**src/rtl/pulse_burst_sequencer.sv**
```systemverilog
// pulse_burst_sequencer: registered gate_en train of burst_cnt bursts of burst_len cycles separated by gap_len idle cycles
module pulse_burst_sequencer #(
    parameter int LW = 16,
    parameter int NW = 8,
    parameter int TW = 24
) (
    input  logic          clk,
    input  logic          reset,
    input  logic          start,
    input  logic          abort,
    input  logic [LW-1:0] burst_len,
    input  logic [LW-1:0] gap_len,
    input  logic [NW-1:0] burst_cnt,
    output logic          gate_en,
    output logic          burst_start,
    output logic [NW-1:0] burst_idx,
    output logic          busy,
    output logic          done,
    output logic          aborted,
    output logic          cfg_err,
    output logic [TW-1:0] total_pulses
);
    typedef enum logic [1:0] {IDLE, BURST, GAP, DONE} state_t;
    state_t state, state_d;
    logic [LW-1:0] blen, glen, cnt, cnt_d;
    logic [NW-1:0] bcnt;
    logic accept, last, more, active, bs_d;
    assign accept = state == IDLE && start && burst_len != '0 && burst_cnt != '0;
    assign last   = cnt == LW'(1);
    assign more   = burst_idx != bcnt - NW'(1);
    assign active = state == BURST || state == GAP;
    always_ff @(posedge clk or posedge reset)
        if (reset) state <= IDLE;
        else state <= state_d;
    always_comb begin
        state_d = state;
        case (state)
            IDLE:    state_d = accept ? BURST : IDLE;
            BURST:   state_d = abort ? DONE : !last ? BURST : !more ? DONE : glen != '0 ? GAP : BURST;
            GAP:     state_d = abort ? DONE : last ? BURST : GAP;
            default: state_d = IDLE;
        endcase
    end
    always_comb begin
        bs_d  = state_d == BURST && (state != BURST || last);
        cnt_d = bs_d ? (accept ? burst_len : blen) : state_d == GAP && state != GAP ? glen : cnt - LW'(1);
    end
    always_ff @(posedge clk or posedge reset)
        if (reset) begin
            gate_en      <= 1'b0;
            burst_start  <= 1'b0;
            burst_idx    <= '0;
            busy         <= 1'b0;
            done         <= 1'b0;
            aborted      <= 1'b0;
            cfg_err      <= 1'b0;
            total_pulses <= '0;
            cnt          <= '0;
            blen         <= '0;
            glen         <= '0;
            bcnt         <= '0;
        end else begin
            gate_en      <= state_d == BURST;
            burst_start  <= bs_d;
            busy         <= state_d == BURST || state_d == GAP;
            done         <= state_d == DONE;
            cfg_err      <= state == IDLE && start && !accept;
            cnt          <= cnt_d;
            burst_idx    <= accept ? '0 : bs_d ? burst_idx + NW'(1) : burst_idx;
            total_pulses <= accept ? '0 : gate_en && total_pulses != '1 ? total_pulses + TW'(1) : total_pulses;
            aborted      <= accept ? 1'b0 : active && abort ? 1'b1 : aborted;
            if (accept) begin
                blen <= burst_len;
                glen <= gap_len;
                bcnt <= burst_cnt;
            end
        end
endmodule

```
**config.mk**
```make
export PLATFORM = sky130hd
export DESIGN_NAME = pulse_burst_sequencer
export DESIGN_NICKNAME = d
export VERILOG_FILES = /design/src/rtl/pulse_burst_sequencer.sv
export SDC_FILE = /design/constraint.sdc
export NUM_CORES = 1
export LEC_CHECK = 0
export CAP_MARGIN = 10
export CORE_MARGIN = 10
export CORE_UTILIZATION = 50
export CTS_BUF_LIST = sky130_fd_sc_hd__clkbuf_4 sky130_fd_sc_hd__clkbuf_8
export CTS_CLUSTER_DIAMETER = 150
export DETAILED_ROUTE_END_ITERATION = 10
export MAX_ROUTING_LAYER = met4
export PLACE_DENSITY = 0.78
export SLEW_MARGIN = 40
export SYNTH_ARGS = -nofsm -noshare
export SYNTH_HDL_FRONTEND = slang
export SYNTH_SLANG_ARGS = --single-unit
```
**constraint.sdc**
```tcl
create_clock -name clk -period 3.6 [get_ports clk]
set_clock_uncertainty 0.15 [all_clocks]
set_input_delay 1.08 -clock clk [delete_from_list [all_inputs] [get_ports clk]]
set_output_delay 1.08 -clock clk [all_outputs]
set_load 0.02 [all_outputs]
```
# After elaboration in Yosys (flattened, before gate mapping)
# Index checks and enable logic that the tools add are counted.
[totals] register_bits=96 out_inout_bits=38 input_bits=44
[classes] n_reduce_logical=19 addsub=4 muxes=17 n_eq_ne=10
[op_table] operator="$mux W16" n=3
[op_table] operator="$mux W24" n=2
[op_table] operator="$reduce_bool A16 Y1" n=2
[op_table] operator="$add A24 B1 Y24 const B" n=1
[op_table] operator="$ne A24 B24 Y1 const B" n=1
[op_table] operator="$eq A16 B1 Y1 const B" n=1
[op_table] operator="$mux W8" n=2
[op_table] operator="$sub A16 B1 Y16 const B" n=1
[op_table] operator="$mux W2" n=6
[op_table] operator="$add A8 B1 Y8 const B" n=1
[op_table] operator="$logic_and A1 B1 Y1" n=8
[op_table] operator="$ne A8 B8 Y1" n=1
[op_table] operator="$reduce_bool A8 Y1" n=1
[op_table] operator="$sub A8 B1 Y8 const B" n=1
[op_table] operator="$eq A2 B2 Y1 const B" n=3
[op_table] operator="$pmux W2 S3" n=1
[op_table] operator="$reduce_bool A2 Y1" n=3
[op_table] operator="$eq A2 B1 Y1 const B" n=2
[op_table] operator="$logic_or A1 B1 Y1" n=3
[op_table] operator="$mux W1" n=3
[op_table] operator="$logic_not A2 Y1" n=1
[op_table] operator="$ne A2 B1 Y1 const B" n=1
[op_table] operator="$ne A2 B2 Y1 const B" n=1
[op_table] operator="$logic_not A1 Y1" n=1

# Depth between registers and ports, before layout
[depth] word_depth=10 depth_mapped=14 ltp_nobuf=12

# Least setup slack after synthesis
# Ideal clock, no wire load.
[synth_timing] kind="register to register" startpoint="register bcnt[0]" endpoint="register burst_idx[2]" stages_incl_launch_ff=13 setup_ns=0.078 t_arrival_ns=3.104 slack_ns=0.268 path_buffers=1 path_cell_list="dfrtp_1 -> inv_1 -> ha_1 -> or3b_4 -> nor3_4 -> xnor2_1 -> or4_4 -> o211ai_1 -> ha_1 -> inv_1 -> clkbuf_1 -> or4_1 -> a21oi_1"
[synth_via] elab_chain_cells=9
[synth_lines] item="start, declared" line_no="26" source="logic [NW-1:0] bcnt;"
[synth_lines] item="start signal, assigned" line_no="75" source="bcnt <= burst_cnt;"
[synth_lines] item="$sub A8 B1 Y8" line_no="30" source="assign more = burst_idx != bcnt - NW'(1);"
[synth_lines] item="$ne A8 B8 Y1" line_no="30"
[synth_lines] item="$mux W2 (3 in a row)" line_no="39" source="BURST: state_d = abort ? DONE : !last ? BURST : !more ? DONE : glen != '0 ? GAP : BURST;"
[synth_lines] item="$pmux W2 S3" line_no="37" source="case (state)"
[synth_lines] item="net state_d[0]" line_no="24" source="state_t state, state_d;"
[synth_lines] item="$eq A2 B1 Y1" line_no="45" source="bs_d = state_d == BURST && (state != BURST || last);"
[synth_lines] item="$logic_and A1 B1 Y1" line_no="45"
[synth_lines] item="$reduce_bool A2 Y1 (no line)"
[synth_lines] item="end signal, assigned" line_no="69" source="burst_idx <= accept ? '0 : bs_d ? burst_idx + NW'(1) : burst_idx;"
[synth_lines] item="end, declared" line_no="16" source="output logic [NW-1:0] burst_idx,"
# The timed path passes the listed nets, and every way through them passes these cells.
# A chain may end at the register's enable or synchronous reset.

# Worst setup path in the final report
[layout_timing] startpoint="input port burst_len[3]" endpoint="register cnt[10]"
[layout_via] elab_chain_cells=9
[layout_lines] item="start, declared" line_no="11" source="input logic [LW-1:0] burst_len,"
[layout_lines] item="$reduce_bool A16 Y1 (*)" line_no="28" source="assign accept = state == IDLE && start && burst_len != '0 && burst_cnt != '0;"
[layout_lines] item="$logic_and A1 B1 Y1 (*) (2 in a row)" line_no="28"
[layout_lines] item="$mux W1" line_no="38" source="IDLE: state_d = accept ? BURST : IDLE;"
[layout_lines] item="$pmux W2 S3" line_no="37"
[layout_lines] item="$eq A2 B2 Y1" line_no="46" source="cnt_d = bs_d ? (accept ? burst_len : blen) : state_d == GAP && state != GAP ? glen : cnt - LW'(1);"
[layout_lines] item="$logic_and A1 B1 Y1" line_no="46"
[layout_lines] item="$mux W16" line_no="46"
[layout_lines] item="$mux W16 (*)" line_no="46"
[layout_lines] item="net cnt_d[10]" line_no="25" source="logic [LW-1:0] blen, glen, cnt, cnt_d;"
[layout_lines] item="end signal, assigned" line_no="68" source="cnt <= cnt_d;"
[layout_lines] item="end, declared" line_no="25"
# The timed path passes the listed nets; every way through them passes the cells marked *.

==> summary.md <==
| Metric | Value |
|---|---|
| Largest family of logic cells by synthesized area | simple AND/OR/NAND/NOR gates |
| Mean Syn Cell Area | 9.57 um2 |
| DR WL/cell | 16.6 um |
| Fill count | 838 |
| Final setup fails | 0 |
| Worst slew pin tran | 737 ps |
| Rows | 36 |
| Max-slew violation count | 0 |
| Post-route ant nets | 0 |
| Initial antenna violation count | 0 |
| Pin count of the biggest net entering global routing | 97 |
| Final hold vios | 0 |
| Drt pass-1 iters | 5 |
| Root buffer selected by CTS | clkbuf_8 |
| Ant. Diodes | 0 |
| Post-synthesis sequential area ratio | 47.7% |
| Post-CTS setup buffers | 0 |
| Syn nets | 582 |
| Ys flop type | dfrtp_1 |
| CTS tree | done |
| Layout area overhead | 26.2% |
| Crit path DAT | 3500 ps |
| Pwr dens | 748 nW/um2 |
| Final Critical Period | 3390 ps |
| WL final | 12500 um |
| Final Power | 4760 uW |
| Fin crit share | 94.1% |
| Post-synthesis async set-or-reset flop share | 100% |
| Skew-Pair Late Insertion Delay | 360 ps |
| Worst setup EP type | flop |
| Via density | 5.72 |
| Crit path kind | in2reg |
| Detailed router's first-iteration violation count | 331 |
| Initial core utilization | 51.5% |
| Synth warnings | 0 |
| CTS max path bufs | 2 |
| Vias in the first global route | 4319 |
| DRC viols | 0 |
| Area after DPL | 6110 um2 |
| H-tree levels | 3 |
| Overall Global Routing Usage | 17.7% |
| Worst rel slew slack | 50.7% |
| Resize count post-CTS | 0 |
| Clk sinks | 96 |
| Hold crit path type | reg2reg |
| Post-synth EDFFs | 0 |
| Die area | 14500 um2 |
| Cell count after synthesis | 526 |
| RSZ-0062 raised after global routing | false |
| Core box area | 9770 um2 |
| Required time of the critical path | 3720 ps |
| Adder-cell share of the synthesized area | 2.98% |
| VDD IR max | 0.573 mV |
| Die span in x | 120 um |
| Mux contribution to synthesized area | 6.41% |
| Startpoint types | input port |
| Max-cap violations | 0 |
| Status | completed |
| Die Y | 120 um |
| Port Buffers | 81 |
| Most frequent cells in the layout | dfrtp_1, nand2_1, clkdlybuf4s50_1 |
| Static leakage | 0.00267 uW |
| Fraction of layout cells with a size suffix above 1 | 14.5% |
| Clock slew seen by the registers of the worst setup and hold paths | 110 ps |
| Post-synth cell types | 53 |
| Post-Synth XOR/XNOR Area | 4.70% |
| Total number of vias | 4311 |
| Mapped cell area | 5040 um2 |
| Design area | 6350 um2 |
| # IOs | 82 |
| Compound-gate portion of the synthesized area | 12.0% |
| Post-CTS Hold Buffers | 0 |
| Leading cell type in the layout, fill and taps excluded | dfrtp_1 |
| FMAX | 295 MHz |
| Nets | 672 |
| Seq cells post-synth | 96 |
| Grt total ovfl | 0 |
| Worst Path Max Fanout | 26 |
| Hpwl dp | 9230 um |
| Num CTS Buffers | 9 |
| Fin Setup TNS | 0 ps |
| Hold Worst Slack | 355 ps |
| RD Place Congestion | 0.902 |
| Synth Area in Simple Gates | 22.8% |
| Global-route wire length before repair | 21000 um |
-- logic make-up after synthesis --
group,count (synthesis)
fa+ha+maj,12
buf+inv,41
simple gates,226
mux,29
flops,96
xor+xnor,27
compound gates,95
-- final cells by class --
type	instances	area, um2	share of cell area, %
tap	133	166	2.62
clock inverter	6	81.3	1.28
timing repair buffer	103	1010	15.9
sequential	96	2400	37.8
clock buffer	10	131	2.07
inverter	17	67.6	1.06
multi-input combinational	389	2490	39.2
-- cell usage after synthesis, types with 2 or more instances --
| library cell | number | area [um2] |
|---|---|---|
| a221oi_1 | 6 | 52.6 |
| o211ai_1 | 3 | 22.5 |
| mux2i_1 | 3 | 30.0 |
| o21ai_1 | 3 | 15.0 |
| dfrtp_1 | 96 | 2400 |
| nor2_1 | 32 | 120 |
| o21ai_0 | 21 | 105 |
| nor3b_1 | 2 | 15.0 |
| inv_1 | 17 | 63.8 |
| and3_1 | 7 | 43.8 |
| or3_1 | 14 | 87.6 |
| nor4_1 | 14 | 87.6 |
| xnor2_1 | 12 | 105 |
| nand4_1 | 12 | 75.1 |
| and2_1 | 2 | 12.5 |
| xor2_1 | 15 | 131 |
| nand3_1 | 18 | 90.1 |
| a31o_2 | 8 | 70.1 |
| nor3_4 | 2 | 32.5 |
| nor2b_1 | 2 | 12.5 |
| nand2b_1 | 5 | 31.3 |
| buf_2 | 6 | 30.0 |
| a21o_1 | 2 | 15.0 |
| a21oi_1 | 30 | 150 |
| nand2_1 | 87 | 327 |
| a31oi_1 | 2 | 12.5 |
| ha_1 | 12 | 150 |
| o31ai_1 | 12 | 90.1 |
| nor3_1 | 8 | 40.0 |
| clkbuf_1 | 15 | 56.3 |
| or4_1 | 11 | 82.6 |
| mux2_2 | 26 | 293 |
-- where the power goes --
part           total, uW  switching (uW)  internal (uW)
registers           1840             364           1470
clock network        739             399            340
logic               2180            1120           1060
-- final timing paths --
path / startpoint / to / slack [ps] / depth (start not counted)
worst max-delay path: burst_len[3] / cnt[10]$_DFF_PP0_ / 210 / 13
worst min-delay path: blen[14]$_DFF_PP0_ / blen[14]$_DFF_PP0_ / 360 / 1
worst max register to register: bcnt[0]$_DFFE_PP0P_ / burst_idx[3]$_DFFE_PP0P_ / 250 / 11
worst min register to register: blen[14]$_DFF_PP0_ / blen[14]$_DFF_PP0_ / 360 / 1
max in group asynchronous: reset / cnt[13]$_DFF_PP0_ / 1850 / 3
min in group asynchronous: reset / total_pulses[22]$_DFFE_PP0P_ / 1050 / 3
-- metal layers --
| layer | vias to the layer above | track usage (%) | part of all wire, % |
|---|---|---|---|
| met3 | 18 | 2.56 | 4.7 |
| met1 | 2102 | 22.1 | 44 |
| met4 | 0 | 4.98 | 1.3 |
| met2 | 136 | 29.2 | 50 |
| li1 | 2055 | - | - |
| met5 | - | - | 0 |
-- metrics by stage --
stage	utilization [%]	std cells	setup WS, ps
2_1_floorplan	-	526	268
3_3_place_gp	62.6	738	-188
3_5_place_dp	62.6	738	-286
4_1_cts	64.7	754	81.6
5_1_grt	65.0	754	23.0
6_report	65.0	754	212
-- sequential cells by signal, indices dropped and copies added (netlist names) --
signal,count
cfg_err,1
total_pulses,24
done,1
busy,1
blen,16
gate_en,1
burst_start,1
state,2
bcnt,8
burst_idx,8
cnt,16
aborted,1
glen,16
-- critical path: stages --
cell and delay [ps]:
clkdlybuf4s50_1 440, nor4_2 320, buf_4 160, nand4_1 180, nand2_2 130, a31o_2 170
o211a_1 150, ha_1 140, nand2b_1 90, buf_12 170, nor2_1 180, a221oi_1 80
a31o_2 220
No activity file was read; power rests on OpenSTA's default activity.
